### config.mk
export PLATFORM = sky130hd
export DESIGN_NAME = mips_regfile
export DESIGN_NICKNAME = d
export VERILOG_FILES = /design/src/rtl/mips_pkg.sv /design/src/rtl/mips_regfile_merge.sv /design/src/rtl/mips_regfile.sv
export SDC_FILE = /design/constraint.sdc
export NUM_CORES = 2
export LEC_CHECK = 0
export ABC_AREA = 1
export CORE_MARGIN = 2
export CORE_UTILIZATION = 45
export DETAILED_ROUTE_END_ITERATION = 8
export PLACE_DENSITY = 0.69
export RECOVER_POWER = 25
export SYNTH_ARGS = -nofsm -noshare
export SYNTH_HDL_FRONTEND = slang
export SYNTH_HIERARCHICAL = 1
export SYNTH_SLANG_ARGS = --single-unit
### constraint.sdc
create_clock -name clk -period 35.2 [get_ports clk]
set_input_delay 7.04 -clock clk [delete_from_list [all_inputs] [get_ports clk]]
set_output_delay 7.04 -clock clk [all_outputs]
set_load 0.01 [all_outputs]
### src/rtl/mips_pkg.sv
// Shared definitions for the MIPS register file: write-size encoding,
// architectural register indices and the jal link offset.
package mips_pkg;

    // Writeback lane size; encoding 2'b11 is not named and is merged as a word.
    typedef enum logic [1:0] {
        WSZ_BYTE = 2'b00,
        WSZ_HALF = 2'b01,
        WSZ_WORD = 2'b10
    } wsize_t;

    localparam int REG_ZERO    = 0;
    localparam int REG_RA      = 31;
    localparam int LINK_OFFSET = 4;

endpackage

### src/rtl/mips_regfile_merge.sv
// Combinational byte/half/word lane merge. Produces the value a register
// holds after a writeback of size size_i lands on top of old_i. Used by both
// the storage write path and the write-to-read forwarding path so the two
// can never disagree.
module mips_regfile_merge
    import mips_pkg::*;
#(
    parameter int DATA_W = 32
) (
    input  logic [DATA_W-1:0] old_i,
    input  logic [DATA_W-1:0] new_i,
    input  logic [1:0]        size_i,
    output logic [DATA_W-1:0] merged_o
);

    logic [DATA_W-1:0] lane_mask;

    // Select which low lanes come from the new data; upper lanes keep old bits.
    always_comb begin
        lane_mask = '1;
        case (size_i)
            WSZ_BYTE: lane_mask = DATA_W'(8'hFF);
            WSZ_HALF: lane_mask = DATA_W'(16'hFFFF);
            default:  lane_mask = '1;
        endcase
        merged_o = (old_i & ~lane_mask) | (new_i & lane_mask);
    end

endmodule

### src/rtl/mips_regfile.sv
// MIPS general-purpose register file: NUM_RD combinational read ports, one
// lane-merging writeback port, a jal link port and a per-register
// load-pending scoreboard. Register 0 reads as zero and ignores writes.
// Optional build macro: REGFILE_BYPASS_EN forwards the value being written
// this cycle (writeback or winning link) to matching read ports.
module mips_regfile
    import mips_pkg::*;
#(
    parameter int DATA_W   = 32,
    parameter int NUM_REGS = 32,
    parameter int NUM_RD   = 2,
    parameter int LINK_REG = REG_RA
) (
    input  logic                                  clk,
    input  logic                                  reset,
    input  logic [NUM_RD*$clog2(NUM_REGS)-1:0]    rd_addr,
    output logic [NUM_RD*DATA_W-1:0]              rd_data,
    output logic [NUM_RD-1:0]                     rd_pend,
    input  logic                                  wr_en,
    input  logic [$clog2(NUM_REGS)-1:0]           wr_addr,
    input  logic [1:0]                            wr_size,
    input  logic [DATA_W-1:0]                     wr_data,
    input  logic                                  link_en,
    input  logic [DATA_W-1:0]                     link_pc,
    input  logic                                  pend_set,
    input  logic [$clog2(NUM_REGS)-1:0]           pend_addr,
    output logic                                  pend_any
);

    localparam int AW = $clog2(NUM_REGS);
    localparam logic [AW-1:0] ZERO_A = AW'(REG_ZERO);
    localparam logic [AW-1:0] LINK_A = AW'(LINK_REG);

    logic [DATA_W-1:0]   regs_q [NUM_REGS];
    logic [DATA_W-1:0]   regs_d [NUM_REGS];
    logic [NUM_REGS-1:0] pend_q;
    logic [NUM_REGS-1:0] pend_d;

    logic              wr_do;
    logic              link_win;
    logic              pend_do;
    logic [DATA_W-1:0] wr_merged;
    logic [DATA_W-1:0] link_val;

    // Writes to r0 are dropped; a writeback to the link register beats jal.
    assign wr_do    = wr_en && (wr_addr != ZERO_A);
    assign link_win = link_en && !(wr_en && (wr_addr == LINK_A));
    assign pend_do  = pend_set && (pend_addr != ZERO_A);
    assign link_val = link_pc + DATA_W'(LINK_OFFSET);

    mips_regfile_merge #(
        .DATA_W (DATA_W)
    ) u_merge (
        .old_i    (regs_q[wr_addr]),
        .new_i    (wr_data),
        .size_i   (wr_size),
        .merged_o (wr_merged)
    );

    // Next-state for storage and scoreboard; pending set is applied last so it wins over the clear.
    always_comb begin
        regs_d = regs_q;
        pend_d = pend_q;
        if (link_win) begin
            regs_d[LINK_A] = link_val;
            pend_d[LINK_A] = 1'b0;
        end
        if (wr_do) begin
            regs_d[wr_addr] = wr_merged;
            pend_d[wr_addr] = 1'b0;
        end
        if (pend_do) begin
            pend_d[pend_addr] = 1'b1;
        end
    end

    // Storage and scoreboard registers, cleared asynchronously.
    always_ff @(posedge clk or posedge reset) begin
        if (reset) begin
            for (int r = 0; r < NUM_REGS; r++) begin
                regs_q[r] <= '0;
            end
            pend_q <= '0;
        end else begin
            regs_q <= regs_d;
            pend_q <= pend_d;
        end
    end

    assign pend_any = |pend_q;

    for (genvar i = 0; i < NUM_RD; i++) begin : g_rd
        logic [AW-1:0]     ra;
        logic [DATA_W-1:0] rdat;
        logic              rpend;

        assign ra = rd_addr[i*AW +: AW];
        assign rd_data[i*DATA_W +: DATA_W] = rdat;
        assign rd_pend[i] = rpend;

        // Read mux; r0 forced to zero, optional forwarding of this cycle's write.
        always_comb begin
            rdat  = '0;
            rpend = 1'b0;
            if (ra != ZERO_A) begin
                rdat  = regs_q[ra];
                rpend = pend_q[ra];
`ifdef REGFILE_BYPASS_EN
                if (!reset) begin
                    if (wr_do && (wr_addr == ra)) begin
                        rdat  = wr_merged;
                        rpend = pend_do && (pend_addr == ra);
                    end else if (link_win && (ra == LINK_A)) begin
                        rdat  = link_val;
                        rpend = pend_do && (pend_addr == ra);
                    end
                end
`endif
            end
        end
    end

endmodule
---- Word level (Yosys, flattened, before mapping) ----
Cells that the tools add are included.
storage, ports and cells
  bits in latches ......................... 0
  input bits .............................. 91
  bits in registers ....................... 1056
  memories ................................ 0
  RAM bits ................................ 0
  bits in read-only memories .............. 0
cells by class
  bitwise operators ....................... 10
  shift operators ......................... 0
  mux-type cells .......................... 30
  $add $sub $neg .......................... 1
  divide/modulo/power cells ............... 0
  equal/unequal tests ..................... 2
  multiply operators ...................... 0
  magnitude comparators ................... 10
  reduce and logical (&&, ||, !) cells .... 14
operator list
  kind                                                 number
  bitwise mux 1024 bit                                 1
  binary-select mux 32 bit (select 5 bit)              3
  two-way mux 32 bit                                   13
  demux 32 bit (select 5 bit)                          1
  AND 32 bit                                           3
  inverter 32 bit                                      2
  bitwise OR 32 bit                                    2
  case mux 32 bit (2 select lines)                     1
  adder 32 x 3 -> 32 bit, second input constant        1
  OR reduction 32 bit                                  1
  < comparator 5 x 6 -> 1 bit, second input constant   4
  nonzero test 5 bit                                   4
  >= comparator 6 bit, second input constant           3
  inverter 5 -> 6 bit                                  3
  binary-select mux 1 bit (select 5 bit)               2
  demux 1 bit (select 5 bit)                           2
  >= comparator 5 x 1 -> 1 bit, second input constant  2
  logical AND 1 bit                                    7
  two-way mux 1 bit                                    7
  < comparator 6 x 1 -> 1 bit, second input constant   1
  == test 5 bit, second input constant                 1
  == test 2 x 1 -> 1 bit, second input constant        1
  logical NOT 2 bit                                    1
  logical NOT 1 bit                                    1

---- Longest topological paths before layout ----
  word-level depth ........................ 9
  gate-level depth with buffers ........... 15
  gate-level depth less buffers ........... 12

---- Hierarchy ----
The synthesis kept the hierarchy.
by module, submodules not included
  module              cells an instance  instances  seq. area each (sq um)  area each (sq um)
  mips_regfile        10284              1          26425.3                 67025.5
  mips_regfile_merge  85                 1          0.0                     386.6

---- Worst setup path after synthesis ----
Ideal clock, no wire load.
  kind .................................... input-to-output
  start point ............................. input port rd_addr[5]
  end point ............................... output port rd_pend[1]
  data required time ...................... 28.160 ns
  arrival ................................. 8.459 ns
  stages .................................. 13
  slack ................................... 19.701 ns
  path through ............................ clkbuf_1 inv_2 clkbuf_1 clkbuf_1 nand2_1 nand3_1 nand2_1 a21oi_1 nand2_1 nand2_1 nor2_1 nor2_1 buf_4
between the ends
  word-level cells in the longest chain between the ends .. 3
  elaborated cells between the ends (all ways) .. 4
  classes of those cells .................. mux (3); reduce/logical (1)
RTL lines
  item                                     RTL line             source
  start: declaration                       mips_regfile.sv:16   input logic [NUM_RD*$clog2(NUM_REGS)-1:0] rd_addr,
  binary-select mux 1 bit (select 5 bit)   mips_regfile.sv:107  rpend = pend_q[ra];
  two-way mux 1 bit (implied by the code)  mips_regfile.sv:107
  two-way mux 1 bit (*)                    mips_regfile.sv:105  if (ra != ZERO_A) begin
  end: declaration                         mips_regfile.sv:18   output logic [NUM_RD-1:0] rd_pend,
Every way passes the cells marked *; elsewhere a longest branch is shown, timed or not. The select of a mux whose other input is x is not followed.

---- Worst setup path in the final report ----
  start point ............................. input port rd_addr[0]
  end point ............................... output port rd_data[31]
between the ends
  word-level cells in the longest chain between the ends .. 5
  elaborated cells between the ends (all ways) .. 6
  classes of those cells .................. mux (4); bitwise (1); reduce/logical (1)
RTL lines
  item                                                   RTL line             source
  inverter 5 -> 6 bit (implied by the code)              mips_regfile.sv:106  rdat = regs_q[ra];
  binary-select mux 32 bit (select 5 bit)                mips_regfile.sv:106
  two-way mux 32 bit (implied by the code) (2 in a row)  mips_regfile.sv:106
  two-way mux 32 bit (*)                                 mips_regfile.sv:105
  end: declaration                                       mips_regfile.sv:17   output logic [NUM_RD*DATA_W-1:0] rd_data,
Marked as above.

==> run summary <==
status: finished with violations
failing checks: DRC, capacitance limit, slew limit
layout cells sized above 1: 0.0423
first-pass GRT wire length: 431 mm
CTS tree: built
most common cell after layout, fill and taps aside: nand2_1
Max-slew headroom: -5.32
HP Class: reg -> reg
Max stage delay on crit path: 0.93 ns
commonest non-fill, non-tap cells in the layout: 4,042 x nand2_1, 1,519 x nand3_1, 1,056 x dfrtp_1, 702 x o21ai_0, 432 x nor2_1
flop2flop setup slack: 31.96 ns
die area: 149,000 um^2
CP Capture Type: primary output
initial antenna violation count: 18
routability-driven placement congestion ratio: 0.922
Residual DRC: 1
met1 GRT Util: 0.501
# nets final: 9,632
total core area: 145,000 um^2
placed inst area: 67,400 um^2
Syn. warnings: 6
row count: 140
critical path's slowest cell: buf_4
post-cts resize count: 0
Die Wd: 386 um
syn_nets: 10.1k
Setup crit start kind: input pin
Crit Reg-Reg Endpoint: regs_q[125]$_DFFE_PP0P_
GRT busiest layer: met2
Final Setup Violations: 0
Die Ht: 386 um
delay-heaviest family, CP: buffers and inverters
Worst Path Buf+Inv: 5
met2 track demand over resource: 0.531
CP Data Arrival Time: 12.44 ns
Antenna Violating Nets Remaining: 0
crit-path max FO: 96
cell area after synthesis: 65,800 um^2
CTS sink cnt: 1,056
gr ovfl total: 0
met3 usage in global routing: 0.141
Initial Util: 0.452
Worst Max-Slew Pin Slew: 9.48 ns
postcts setup bufs: 0
Cells after Synth: 10.0k
vias: 73.4k
Peak Freq: 51.3 MHz
Detailed Place HPWL: 161 mm
GRT Resource Usage Total: 0.382
DR WL/cell: 25.2 um
Leak Pwr: 32.8 nW
Worst Hold End: regs_q[994]$_DFFE_PP0P_
post-layout min period: 19.48 ns
P&R area growth vs syn: 7.94%
H-tree levels: 3
Crit Path Category: in -> out
Worst IR Drop VDD: 0.0455 mV
root buffer cell: clkbuf_16
number of max-cap violations: 10
Power per Cell Area: 52.7 nW/um^2
post-route clock skew: 0.0329 ns
via density per instance: 6.35
Final Hold Fails: 0
hold depth: 0
Clock Tree Buf Depth: 3
First-pass DRT Iterations: 9
Routed WL: 292 mm
Crit Reg-Reg Startpoint: regs_q[125]$_DFFE_PP0P_
largest net degree at the start of global routing: 227
Hold Buf Count CTS: 0
hold_sp: regs_q[994]$_DFFE_PP0P_
RSZ-0062 raised after global routing: false
post-route cell area: 71,000 um^2
DRT iter0 DRCs: 12.7k
R2R depth: 10
CTS buffer count: 113
worst skew pair latency: 0.77 ns
port bufs: 157
vias in the first global route: 67.8k
clock transition at the registers of the reported paths: 0.06 ns
most used cell, CP: nand2_1
CP Cell Sequence: buf_8, buf_4, buf_4, buf_4, nand2_1, nand3_1, nand3_1, nand2_1, nand2_1, nand2_1, nor2_1, nor2_1, clkdlybuf4s50_1
CP required: 28.16 ns
Pins Over Slew Limit: 820
Mean Syn Cell Area: 6.54 um^2
crit share post-route: 0.553
setup_tns: 0 ns
I/O pin count: 158
==> layer usage <==
| layer | part of all wire | routed length (um) | vias up |
|---|---|---|---|
| met4 | 0.071 | 20600 | 16 |
| met1 | 0.37 | 107000 | 34100 |
| li1 | - | - | 31900 |
| met5 | 0.00037 | 107 | - |
| met2 | 0.40 | 116000 | 6071 |
| met3 | 0.17 | 48600 | 1318 |
==> worst register-to-register path: stages, from the launching register on <==
cell and delay, ns:
dfrtp_1 0.40, nand2_1 0.07, o21ai_0 0.27, o21ai_0 0.17, nand2_1 0.15, nor2_1 0.06, nand2_1 0.06, inv_1 0.03
o21ai_0 0.83, inv_1 0.74, o21ai_0 0.36
==> area by class of cell <==
class,instances,area [um^2]
fillers,14600,74400
multi-input cells,7794,34700
flip-flops and latches,1056,26400
clock buffers,168,3300
repair buffers,290,2600
well taps,1917,2400
inverters,285,1130
clock inverters,38,369
diodes,11,27.5
==> sequential cells by signal (all words and copies together) (netlist names) <==
register,count
pend_q,32
regs_q,1024
==> worst max path at each step <==
| stage | startpoint | end | depth (start not counted) |
|---|---|---|---|
| 5_1_grt | reset | regs_q[451]$_DFFE_PP0P_ | 6 |
| 3_5_place_dp | rd_addr[0] | rd_data[31] | 13 |
| 6_report | rd_addr[0] | rd_data[31] | 13 |
| 4_1_cts | rd_addr[0] | rd_data[31] | 13 |
| 3_3_place_gp | rd_addr[0] | rd_data[31] | 13 |
| 2_1_floorplan | reset | pend_q[0]$_DFF_PP0_ | 1 |
==> metrics by stage <==
stage	instances	util	worst slack, ns	hold WS [ns]	total power, mW
floorplan	10000	-	13.60	0.451	2.22
global placement	11300	0.463	16.15	0.389	2.47
detailed placement	11300	0.463	16.16	0.390	2.50
CTS	11500	0.489	16.15	0.405	3.70
global route	11600	0.488	15.29	0.416	3.91
finish	11600	0.488	15.72	0.404	3.74
==> where the power goes <==
part / internal, mW / switching (mW)
combinational: 0.302 / 0.558
sequential: 1.44 / 0.224
clock: 0.671 / 0.545
total: 2.41 / 1.33
No activity file was read; power rests on OpenSTA's default activity.
